[src/rtl/mem_ctrl_if.sv]
// Request, stall and byte-wide RAM signals shared by mem_ctrl and its requesters.
interface mem_ctrl_if #(
  parameter int unsigned ADDR_W = 32
);
  logic              if_req;
  logic [ADDR_W-1:0] if_addr;
  logic [31:0]       if_data;
  logic              if_done;
  logic              mem_req;
  logic              mem_we;
  logic [ADDR_W-1:0] mem_addr;
  logic [3:0]        mem_width;
  logic [31:0]       mem_wdata;
  logic [31:0]       mem_rdata;
  logic              mem_done;
  logic              stall_req_if;
  logic              stall_req_mem;
  logic [ADDR_W-1:0] ram_addr;
  logic [7:0]        ram_dout;
  logic [7:0]        ram_din;
  logic              ram_wr;

  modport slave (
    input  if_req, if_addr, mem_req, mem_we, mem_addr, mem_width, mem_wdata, ram_din,
    output if_data, if_done, mem_rdata, mem_done, stall_req_if, stall_req_mem,
           ram_addr, ram_dout, ram_wr
  );

  modport master (
    output if_req, if_addr, mem_req, mem_we, mem_addr, mem_width, mem_wdata, ram_din,
    input  if_data, if_done, mem_rdata, mem_done, stall_req_if, stall_req_mem,
           ram_addr, ram_dout, ram_wr
  );
endinterface

[src/rtl/mem_ctrl.sv]
// Byte-serial controller arbitrating the single 8-bit RAM port between
// instruction fetch (4-byte reads) and the MEM stage (1/2/4-byte loads/stores).
module mem_ctrl #(
  parameter int unsigned ADDR_W = 32
) (
  input  logic       clk,
  input  logic       rst,
  mem_ctrl_if.slave  bus
);
  localparam int unsigned CNT_W = 3;

  typedef enum logic [1:0] {IDLE, READ, WRITE, DONE} state_t;

  state_t            state;
  logic              owner_mem;
  logic [ADDR_W-1:0] base;
  logic [CNT_W-1:0]  len;
  logic [CNT_W-1:0]  cnt;
  logic [31:0]       wdata;
  logic [31:0]       rbuf;

  logic [CNT_W-1:0]  mem_len_c;
  logic [31:0]       rbyte_c;
  logic [31:0]       wsel_c;
  logic [7:0]        wbyte_c;

  assign bus.stall_req_if  = bus.if_req  & ~bus.if_done;
  assign bus.stall_req_mem = bus.mem_req & ~bus.mem_done;

  // Byte count decode; anything other than 1 or 2 is a full word.
  always_comb begin
    mem_len_c = CNT_W'(4);
    case (bus.mem_width)
      4'd1:    mem_len_c = CNT_W'(1);
      4'd2:    mem_len_c = CNT_W'(2);
      default: mem_len_c = CNT_W'(4);
    endcase
  end

  // Read byte arriving at edge cnt belongs to lane cnt-2; write lane is cnt.
  assign rbyte_c = 32'(bus.ram_din) << {cnt[1:0] - 2'd2, 3'b000};
  assign wsel_c  = wdata >> {cnt[1:0], 3'b000};
  assign wbyte_c = wsel_c[7:0];

  always_ff @(posedge clk) begin
    if (!rst) begin
      state         <= IDLE;
      owner_mem     <= 1'b0;
      base          <= '0;
      len           <= '0;
      cnt           <= '0;
      wdata         <= '0;
      rbuf          <= '0;
      bus.ram_addr  <= '0;
      bus.ram_dout  <= '0;
      bus.ram_wr    <= 1'b0;
      bus.if_done   <= 1'b0;
      bus.mem_done  <= 1'b0;
      bus.if_data   <= '0;
      bus.mem_rdata <= '0;
    end else begin
      bus.if_done  <= 1'b0;
      bus.mem_done <= 1'b0;
      bus.ram_wr   <= 1'b0;
      cnt          <= cnt + CNT_W'(1);
      case (state)
        IDLE: begin
          cnt  <= CNT_W'(1);
          rbuf <= '0;
          // MEM is the older instruction, so it wins the port.
          if (bus.mem_req) begin
            owner_mem    <= 1'b1;
            base         <= bus.mem_addr;
            len          <= mem_len_c;
            wdata        <= bus.mem_wdata;
            bus.ram_addr <= bus.mem_addr;
            if (bus.mem_we) begin
              state        <= WRITE;
              bus.ram_wr   <= 1'b1;
              bus.ram_dout <= bus.mem_wdata[7:0];
            end else begin
              state <= READ;
            end
          end else if (bus.if_req) begin
            owner_mem    <= 1'b0;
            base         <= bus.if_addr;
            len          <= CNT_W'(4);
            bus.ram_addr <= bus.if_addr;
            state        <= READ;
          end
        end
        READ: begin
          if (cnt < len) begin
            bus.ram_addr <= base + ADDR_W'(cnt);
          end
          if (cnt >= CNT_W'(2)) begin
            rbuf <= rbuf | rbyte_c;
          end
          if (cnt == len + CNT_W'(1)) begin
            state <= DONE;
            if (owner_mem) begin
              bus.mem_done  <= 1'b1;
              bus.mem_rdata <= rbuf | rbyte_c;
            end else begin
              bus.if_done <= 1'b1;
              bus.if_data <= rbuf | rbyte_c;
            end
          end
        end
        WRITE: begin
          if (cnt < len) begin
            bus.ram_wr   <= 1'b1;
            bus.ram_addr <= base + ADDR_W'(cnt);
            bus.ram_dout <= wbyte_c;
          end else begin
            state        <= DONE;
            bus.mem_done <= 1'b1;
          end
        end
        DONE:    state <= IDLE;
        default: state <= IDLE;
      endcase
    end
  end
endmodule
[src/flat_wrapper.sv]
// flat-port wrapper written by rule: the top's interface ports become plain ports
module mem_ctrl_flat 
#(
  parameter int unsigned ADDR_W = 32
)
  (clk, rst, bus_if_req, bus_if_addr, bus_mem_req, bus_mem_we, bus_mem_addr, bus_mem_width, bus_mem_wdata, bus_ram_din, bus_if_data, bus_if_done, bus_mem_rdata, bus_mem_done, bus_stall_req_if, bus_stall_req_mem, bus_ram_addr, bus_ram_dout, bus_ram_wr);
  mem_ctrl_if #(.ADDR_W(ADDR_W)) bus_i ();
  input  logic clk;
  input  logic rst;
  input wire logic [$bits(bus_i.if_req)-1:0] bus_if_req;
  input wire logic [$bits(bus_i.if_addr)-1:0] bus_if_addr;
  input wire logic [$bits(bus_i.mem_req)-1:0] bus_mem_req;
  input wire logic [$bits(bus_i.mem_we)-1:0] bus_mem_we;
  input wire logic [$bits(bus_i.mem_addr)-1:0] bus_mem_addr;
  input wire logic [$bits(bus_i.mem_width)-1:0] bus_mem_width;
  input wire logic [$bits(bus_i.mem_wdata)-1:0] bus_mem_wdata;
  input wire logic [$bits(bus_i.ram_din)-1:0] bus_ram_din;
  output wire logic [$bits(bus_i.if_data)-1:0] bus_if_data;
  output wire logic [$bits(bus_i.if_done)-1:0] bus_if_done;
  output wire logic [$bits(bus_i.mem_rdata)-1:0] bus_mem_rdata;
  output wire logic [$bits(bus_i.mem_done)-1:0] bus_mem_done;
  output wire logic [$bits(bus_i.stall_req_if)-1:0] bus_stall_req_if;
  output wire logic [$bits(bus_i.stall_req_mem)-1:0] bus_stall_req_mem;
  output wire logic [$bits(bus_i.ram_addr)-1:0] bus_ram_addr;
  output wire logic [$bits(bus_i.ram_dout)-1:0] bus_ram_dout;
  output wire logic [$bits(bus_i.ram_wr)-1:0] bus_ram_wr;
  assign bus_i.if_req = bus_if_req;
  assign bus_i.if_addr = bus_if_addr;
  assign bus_i.mem_req = bus_mem_req;
  assign bus_i.mem_we = bus_mem_we;
  assign bus_i.mem_addr = bus_mem_addr;
  assign bus_i.mem_width = bus_mem_width;
  assign bus_i.mem_wdata = bus_mem_wdata;
  assign bus_i.ram_din = bus_ram_din;
  assign bus_if_data = bus_i.if_data;
  assign bus_if_done = bus_i.if_done;
  assign bus_mem_rdata = bus_i.mem_rdata;
  assign bus_mem_done = bus_i.mem_done;
  assign bus_stall_req_if = bus_i.stall_req_if;
  assign bus_stall_req_mem = bus_i.stall_req_mem;
  assign bus_ram_addr = bus_i.ram_addr;
  assign bus_ram_dout = bus_i.ram_dout;
  assign bus_ram_wr = bus_i.ram_wr;
  mem_ctrl #(.ADDR_W(ADDR_W)) u_core (.clk(clk), .rst(rst), .bus(bus_i));
endmodule
[config.mk]
export PLATFORM = sky130hd
export DESIGN_NAME = mem_ctrl_flat
export DESIGN_NICKNAME = d
export VERILOG_FILES = /design/src/rtl/mem_ctrl_if.sv /design/src/rtl/mem_ctrl.sv /design/src/flat_wrapper.sv
export SDC_FILE = /design/constraint.sdc
export NUM_CORES = 1
export LEC_CHECK = 0
export BUFFER_PORTS_ARGS = -buffer_cell sky130_fd_sc_hd__clkbuf_2
export CAP_MARGIN = 20
export CORE_MARGIN = 2
export CORE_UTILIZATION = 42
export CTS_BUF_LIST = sky130_fd_sc_hd__clkbuf_16
export DETAILED_ROUTE_END_ITERATION = 8
export SYNTH_ARGS = -nofsm -noshare
export SYNTH_HDL_FRONTEND = slang
export SYNTH_SLANG_ARGS = --single-unit
[constraint.sdc]
create_clock -name clk -period 2.6 [get_ports clk]
set_input_delay 0.26 -clock clk [delete_from_list [all_inputs] [get_ports clk]]
set_output_delay 0.26 -clock clk [all_outputs]
set_load 0.005 [all_outputs]
==> results, run 1 <==
- The clock period could shrink to 2.26 ns.
- In the final routed layout, each cell accounts on average for between 15 and 20 um.
- The detail route stage leaves a number of antenna-violating nets equal to 0.
- The maximum number of pins on one net before global-route repair is 58.
- In this run the power density over the cells is ~940 nW/um2.
- The via count is approximately 8.5k.
- The H-tree depth is 1.
- The clock tree root buffer cell is clkbuf_16.
- Setup repair after global routing left no endpoint under its margin.
- The commonest cells after synthesis are dfxtp_1, nand2_1, a21oi_1.
- The number of different library cells used by synthesis comes to 64.
- Hold timing on the final database bottoms out at a slack of between 0.03 and 0.04 ns.
- The startpoint class of the critical path is a register.
- The first-pass detailed-route iteration total is 5.
- The sequential element share of the synthesized area is a little under half.
- The placed wire-length estimate is approximately 18 mm.
- The kind of critical path is register to register.
- The final layout contains routed wiring with a total length of between 20 and 30 mm.
- Measured on the finished design, the core utilization comes to 54.1%.
- The max-slew violation count is 0.
- The residual overflow from global routing is 0.
- The worst endpoint data arrival time is 2.65 ns.
- The via count of the first global-routing pass is around 8.0k.
- The flow ran to the end, and the final reports show no timing, DRC or antenna violations.
- The layout-stage area growth over the synthesis result is 26.1%.
- The TritonCTS clock tree is done.
- After synthesis, the largest area contributor takes up between 40 and 50% of total cell area.
- The cell count after placement is approximately 1.5k.
- The first global-routing pass estimated between 40 and 50 mm of wire.
- After clock tree synthesis, the clock-pin slew on the worst setup and hold paths is ~0.060 ns.
- The clock passes through at most 3 buffers.
- In the synthesized netlist the async set-or-reset flop fraction comes to 0%.
- The count of final setup violators is 0.
- The worst setup slack after layout is roughly 0.34 ns.
- For this run, the leading register cell type out of synthesis is dfxtp_1.
- Static timing analysis puts the maximum clock frequency at 0.442 GHz.
- For this run, design rule violations remaining after detail routing come to 0.
- The analysis attributes to cell leakage a power of between 5 and 6 nW.
- At the worst endpoint, the required time is approximately 3 ns.
- The post-layout net count is approximately 1.4k.
- The average footprint of a synthesized cell is ~8.5 um2.
- The floorplan has 54 rows.
- Across every metal layer, demand over resource in global routing totals around 21%.
- The layout cell share with drive strength beyond 1 is 23.1%.
- The floorplan step defined a die boundary enclosing ~23,000 um2.
- The die width is between 150 and 200 um.
- Counting the buffers created by CTS gives 24.
- Dividing the detail-routed via count by the number of cells gives 5.32.
- Yosys instantiated no cell more often than dfxtp_1.
- During placement, the flow inserted port buffers numbering 221.
- The initial cell density of the core is between 40% and 50%.
- After synthesis, the cell types taking the most area are dfxtp_1, a21oi_1, nand3_1.
- The largest fanout of any net on the critical path is 12.
- The CTS sink count is around 210.
- Summed over all instances, the cell type with the most area after synthesis is dfxtp_1.
- The repair_antennas step left the layout with diodes totalling 0.
- The number of endpoints with negative hold slack in the final report is 0.
- The number of maximum-capacitance violations is 0.
- The clock arrives with around 0.023 ns of skew.
- The number of synthesized flops with an enable pin is 0.
- After technology mapping, the gate count stands at roughly 1.1k.
- The global placement routability congestion is ~0.84.
- For this run, the number of Yosys warnings is 0.
- The tightest min-delay check is of the input port to register type.
- The synthesized netlist occupies a cell area of ~9400 um2.
- The number of antenna violations at the first check in global routing is 1.
- The core region is approximately 22,000 um2.
- The kind of end point of the critical path is a register.
- The detailed router finished its first iteration with ~440 violations.
- The worst IR drop on VDD is between 0.4 and 0.5 mV.
- The number of synthesized register bits is 212.
- After routing, the total negative slack on setup checks comes to 0 ns.
- The worst path uses between 80 and 90% of the clock period.
- Counting every net in the synthesized netlist gives ~1.2k.
- The worst slew slack as a fraction of its limit is 49.5%.
- Timing analysis after detailed placement gives a worst setup slack of roughly 0.27 ns.
- In this run the count of I/O pins placed on the die edge is 222.
- The floorplan step set the die height to between 150 and 200 um.
- The finished layout holds around 1.6k standard cells, fillers aside.
- The clock latency on the worst-skew pair is between 0.5 and 0.6 ns.
- The slew of the pin with the lowest slew margin is 0.749 ns.
[cells by family (layout without fill, tap and decap cells)]
logic type | after synthesis | in the layout | share of synthesized area [%]
flops | 212 | 212 | 45.3
buf+inv | 113 | 342 | 5.12
xor+xnor | 27 | 27 | 2.67
compound gates | 303 | 303 | 19.7
mux | 48 | 48 | 6.20
fa+ha+maj | 13 | 13 | 1.82
simple gates | 382 | 382 | 19.2
[final timing paths]
kind / startpoint / endpoint / slack [ns] / cells past startpoint
max: u_core.cnt[0] / u_core.bus.ram_addr[14] / 0.34 / 7
min: bus_mem_width[0] / u_core.len[0] / 0.04 / 3
max reg2reg: u_core.cnt[0] / u_core.bus.ram_addr[14] / 0.34 / 7
min reg2reg: u_core.wdata[4] / u_core.wdata[4] / 0.45 / 2
[cell type report]
| cell class | instances | area (um2) |
|---|---|---|
| Fill cell | 2068 | 10000 |
| Tap cell | 280 | 350 |
| Sequential cell | 212 | 4240 |
| Clock inverter | 18 | 196 |
| Timing Repair Buffer | 281 | 1690 |
| Inverter | 19 | 71.3 |
| Multi-Input combinational cell | 773 | 4650 |
| Clock buffer | 24 | 601 |
[registers in the layout, indices dropped and copies added (netlist names), 8 cells and up]
signal                flops
u_core.base              32
u_core.bus.if_data       32
u_core.bus.mem_rdata     32
u_core.bus.ram_addr      32
u_core.rbuf              32
u_core.wdata             32
u_core.bus.ram_dout       8
[metal layers]
| metal | track usage [%] | wire length, um | vias up |
|---|---|---|---|
| met3 | 4.08 | 1660 | 47 |
| met2 | 34.8 | 11800 | 262 |
| met4 | 6.22 | 658 | 0 |
| met5 | 0 | 0 | - |
| li1 | - | - | 4332 |
| met1 | 29.0 | 11700 | 3904 |
[critical path, stage by stage, from the launching register on]
cell and delay (ns):
dfxtp_1 0.34, ha_1 0.24, fa_1 0.40, a21o_1 0.26, and4_1 0.37, a31o_2 0.31
a21oi_1 0.11, o21ai_0 0.10
[stage by stage]
step / area (um2) / power (mW)
detailed placement: 10700 / 7.69
floorplan: 9360 / 6.47
CTS: 11800 / 11.2
global placement: 10700 / 7.66
global route: 11800 / 11.8
finish: 11800 / 11.1
[cell usage in the layout (no fill, tap or decap), types with 24 or more instances in the layout]
cell type      Yosys  final
clkbuf_2           3    220
dfxtp_1          212    212
nand2_1          115    115
a21oi_1          102    102
nor2_1            95     94
nand3_1           89     89
o21ai_0           61     61
mux2i_1           40     40
a211oi_1          32     32
dlygate4sd3_1      0     32
a21o_1            26     26
buf_4              3     25
clkbuf_16          0     24
[report_power, final]
part           leakage (nW)  total [mW]  switching (mW)  internal (mW)
Combinational          3.03        3.45            2.08           1.36
Clock                 0.401        3.41            1.34           2.07
Sequential             1.73        4.22           0.433           3.79
[what timing repair did]
action,in CTS,in global routing
endpoints found under the hold margin,32,0
setup endpoints to repair,0,1
hold buffers,32,0
gates resized for setup,0,1
setup buffers,0,0
(Power assumes the default switching activity.)
==> run 2, diff against run 1 <==
--- a/config.mk
+++ b/config.mk
@@ -7,6 +7,7 @@
 export LEC_CHECK = 0
 export BUFFER_PORTS_ARGS = -buffer_cell sky130_fd_sc_hd__clkbuf_2
 export CAP_MARGIN = 20
+export CORE_ASPECT_RATIO = 1.2
 export CORE_MARGIN = 2
 export CORE_UTILIZATION = 42
 export CTS_BUF_LIST = sky130_fd_sc_hd__clkbuf_16
==> results, run 2 (same netlist as run 1, synthesis figures left out) <==
- The run finished with clean final reports.
- The placement row count is 59 (+9.3%).
- The filler cell count is 2,144 (+3.7%).
- The total routing usage reported by global routing is 21.8% (+0.37 points).
- The count of final setup violators is 0 (unchanged).
- The cell sitting at the root of the clock tree is a clkbuf_16.
- The slew of the pin with the lowest slew margin was 0.750 ns (+0.00132 ns).
- The worst endpoint data arrival time is 2.64 ns (about the same).
- The number of endpoints with negative hold slack in the final report is 0 (unchanged).
- The worst setup slack after layout is 0.380 ns (+0.0422 ns).
- The die outline area is 23,500 um2 (about the same).
- Relative to the synthesized area, the layout overhead comes to 23.8%.
- The die width was 140 um (-8.5%).
- The global placement routability congestion is 0.844 (+0.49%).
- Leaving out fill and tap cells, the most frequent cell in the layout is clkbuf_2.
- The number of buffers added for setup after CTS is 0 (unchanged).
- The flop-to-flop setup slack was 0.38 ns (+0.04 ns).
- Setup repair after global routing left no endpoint under its margin.
- The top cell types in the final layout, fill and taps aside, are clkbuf_2, dfxtp_1, nand2_1.
- The clock latency on the worst-skew pair is 0.51 ns (about the same).
- The total I/O pin count was 222 (unchanged).
- The kind of end point of the critical path is a register.
- The worst setup timing slack at the placement stage is 0.395 ns (+0.129 ns).
- The maximum number of pins on one net before global-route repair is 110 (+90%).
- The total of cells resized after clock tree synthesis is 0 (unchanged).
- The ratio of total power to cell area is 914 nW/um2 (-2.6%).
- The worst IR drop on VDD is 0.394 mV (-18%).
- The residual overflow from global routing is 0 (unchanged).
- The worst clock skew came to 0.0129 ns (-0.00975 ns).
- The via count is 8,379 (-1.9%).
- The ratio of final minimum period to clock period is 85.4% (-1.6 points).
- The deepest clock path buffer count is 3 (unchanged).
- The startpoint class of the critical path is a register.
- The path category of the worst min-delay check is input port to register.
- The diode insertion count for antenna repair is 0 (unchanged).
- The total negative slack is 0 ns (unchanged).
- The worst endpoint required time is 3.02 ns (+0.03 ns).
- The clock slew at the register clock pins of the worst setup and hold paths is 0.06 ns (about the same).
- The floorplan core area is 21,800 um2 (-0.21%).
- The number of design-rule violations left by the first detailed-router iteration is 448 (+3.0%).
- The die span in y was 168 um (+9.3%).
- The layout cell share with drive strength beyond 1 was 22.8% (-0.36 points).
- The number of antenna violations at the first check in global routing is 1 (unchanged).
- The number of buffers created by CTS was 23 (-4.2%).
- The quantity of I/O buffers inserted on ports was 221 (unchanged).
- The CTS sink count is 212 (unchanged).
- The critical path is of the register to register type.
- The remaining routing DRC violations is 0 (unchanged).
- The largest fanout of any net on the critical path came to 9 (-3).
- The max-slew violation count came to 0 (unchanged).
- The number of maximum-capacitance violations is 0 (unchanged).
- The highest clock rate is 0.451 GHz (+1.9%).
- The H-tree depth came to 1 (unchanged).
- The residual antenna-violating net count after detailed routing was 0 (unchanged).
- The first-pass detailed-route iteration total is 5 (unchanged).
- The wire length of the first global-routing pass is 42.3 mm (+1.1%).
- The worst slew slack as a fraction of its limit is 49.9% (+0.37 points).
- TritonCTS built the clock tree.
- The routed via count divided by cell count is 5.27 (-0.96%).
- The leakage power is 5.09 nW (-1.5%).
- The via count of the first global-routing pass is 8,140 (+2.0%).
- The final routed wirelength across all metal layers is 25.9 mm (+0.34%).
- The post-layout net count is 1,431 (-0.42%).
- The routed wirelength normalized by instance count is 16.3 um (+1.3%).
- The shortest period the worst path allows was 2.22 ns (-0.0422 ns).
- The initial cell density of the core is 43.0% (+0.091 points).
- The placed wire-length estimate came to 18.1 mm (+0.39%).
run 2: cell count changes in the layout (fill, tap and decap cells not counted), sizes merged:
cell         previous run  this run
clkinv                 12         7
bufinv                  4         1
clkbuf                244       243
dlygate4sd3            32        26
inv                    21        25
buf                    29        30
run 2: what timing repair did:
item                                    4_1_cts  5_1_grt
endpoints found under the setup margin        0        0
hold endpoints to repair                     26        0
hold buffers                                 26        0
run 2: layout make-up:
cell class	instances	area (um2)	area share (%)
clock inverter	14	83.8	0.723
timing repair buffer	276	1620	14.0
sequential	212	4240	36.6
clock buffer	23	576	4.97
inverter	19	71.3	0.615
multi-input combinational	773	4650	40.1
tap	274	343	2.96
run 2: path summary, 6_finish.rpt:
path / start / endpoint / cells after the start
hold / removal: bus_mem_wdata[1] / u_core.wdata[1] / 3
setup / recovery: u_core.cnt[1] / u_core.bus.ram_addr[1] / 7
hold reg to reg: u_core.wdata[21] / u_core.wdata[21] / 2
setup reg to reg: u_core.cnt[1] / u_core.bus.ram_addr[1] / 7
run 2: worst max-delay path, cell delays in order (launching register included):
cell	delay, ns
dfxtp_1	0.48
ha_1	0.28
nor2b_1	0.17
o21a_4	0.26
nor2_1	0.41
buf_4	0.26
o211ai_1	0.12
a21oi_1	0.16
run 2: layer usage:
layer	share of wire [%]	global-route usage, %	up-vias	wire, um
li1	-	-	4313	-
met5	0	0	-	0
met4	2.0	6.15	0	529
met1	43	27.7	3823	11200
met3	4.9	3.26	40	1270
met2	50	38.4	203	12900
run 2: through the flow:
stage / area (um2) / utilization (%) / hold slack (ns) / std cells / power (mW)
6_report: 11600 / 53.2 / 0.00648 / 1591 / 10.6
5_1_grt: 11600 / 53.2 / 0.00889 / 1591 / 11.3
4_1_cts: 11600 / 53.2 / 0.00182 / 1591 / 10.7
3_5_place_dp: 10700 / 49.0 / 0.446 / 1528 / 7.69
3_3_place_gp: 10700 / 49.0 / 0.440 / 1528 / 7.65
2_1_floorplan: 9360 / - / 0.396 / 1098 / 6.47
run 2: where the power goes:
group	internal [mW]	leakage, nW	total [mW]	switching (mW)
registers	3.79	1.73	4.22	0.433
logic	1.35	3.01	3.43	2.07
clock network	1.68	0.350	2.95	1.27
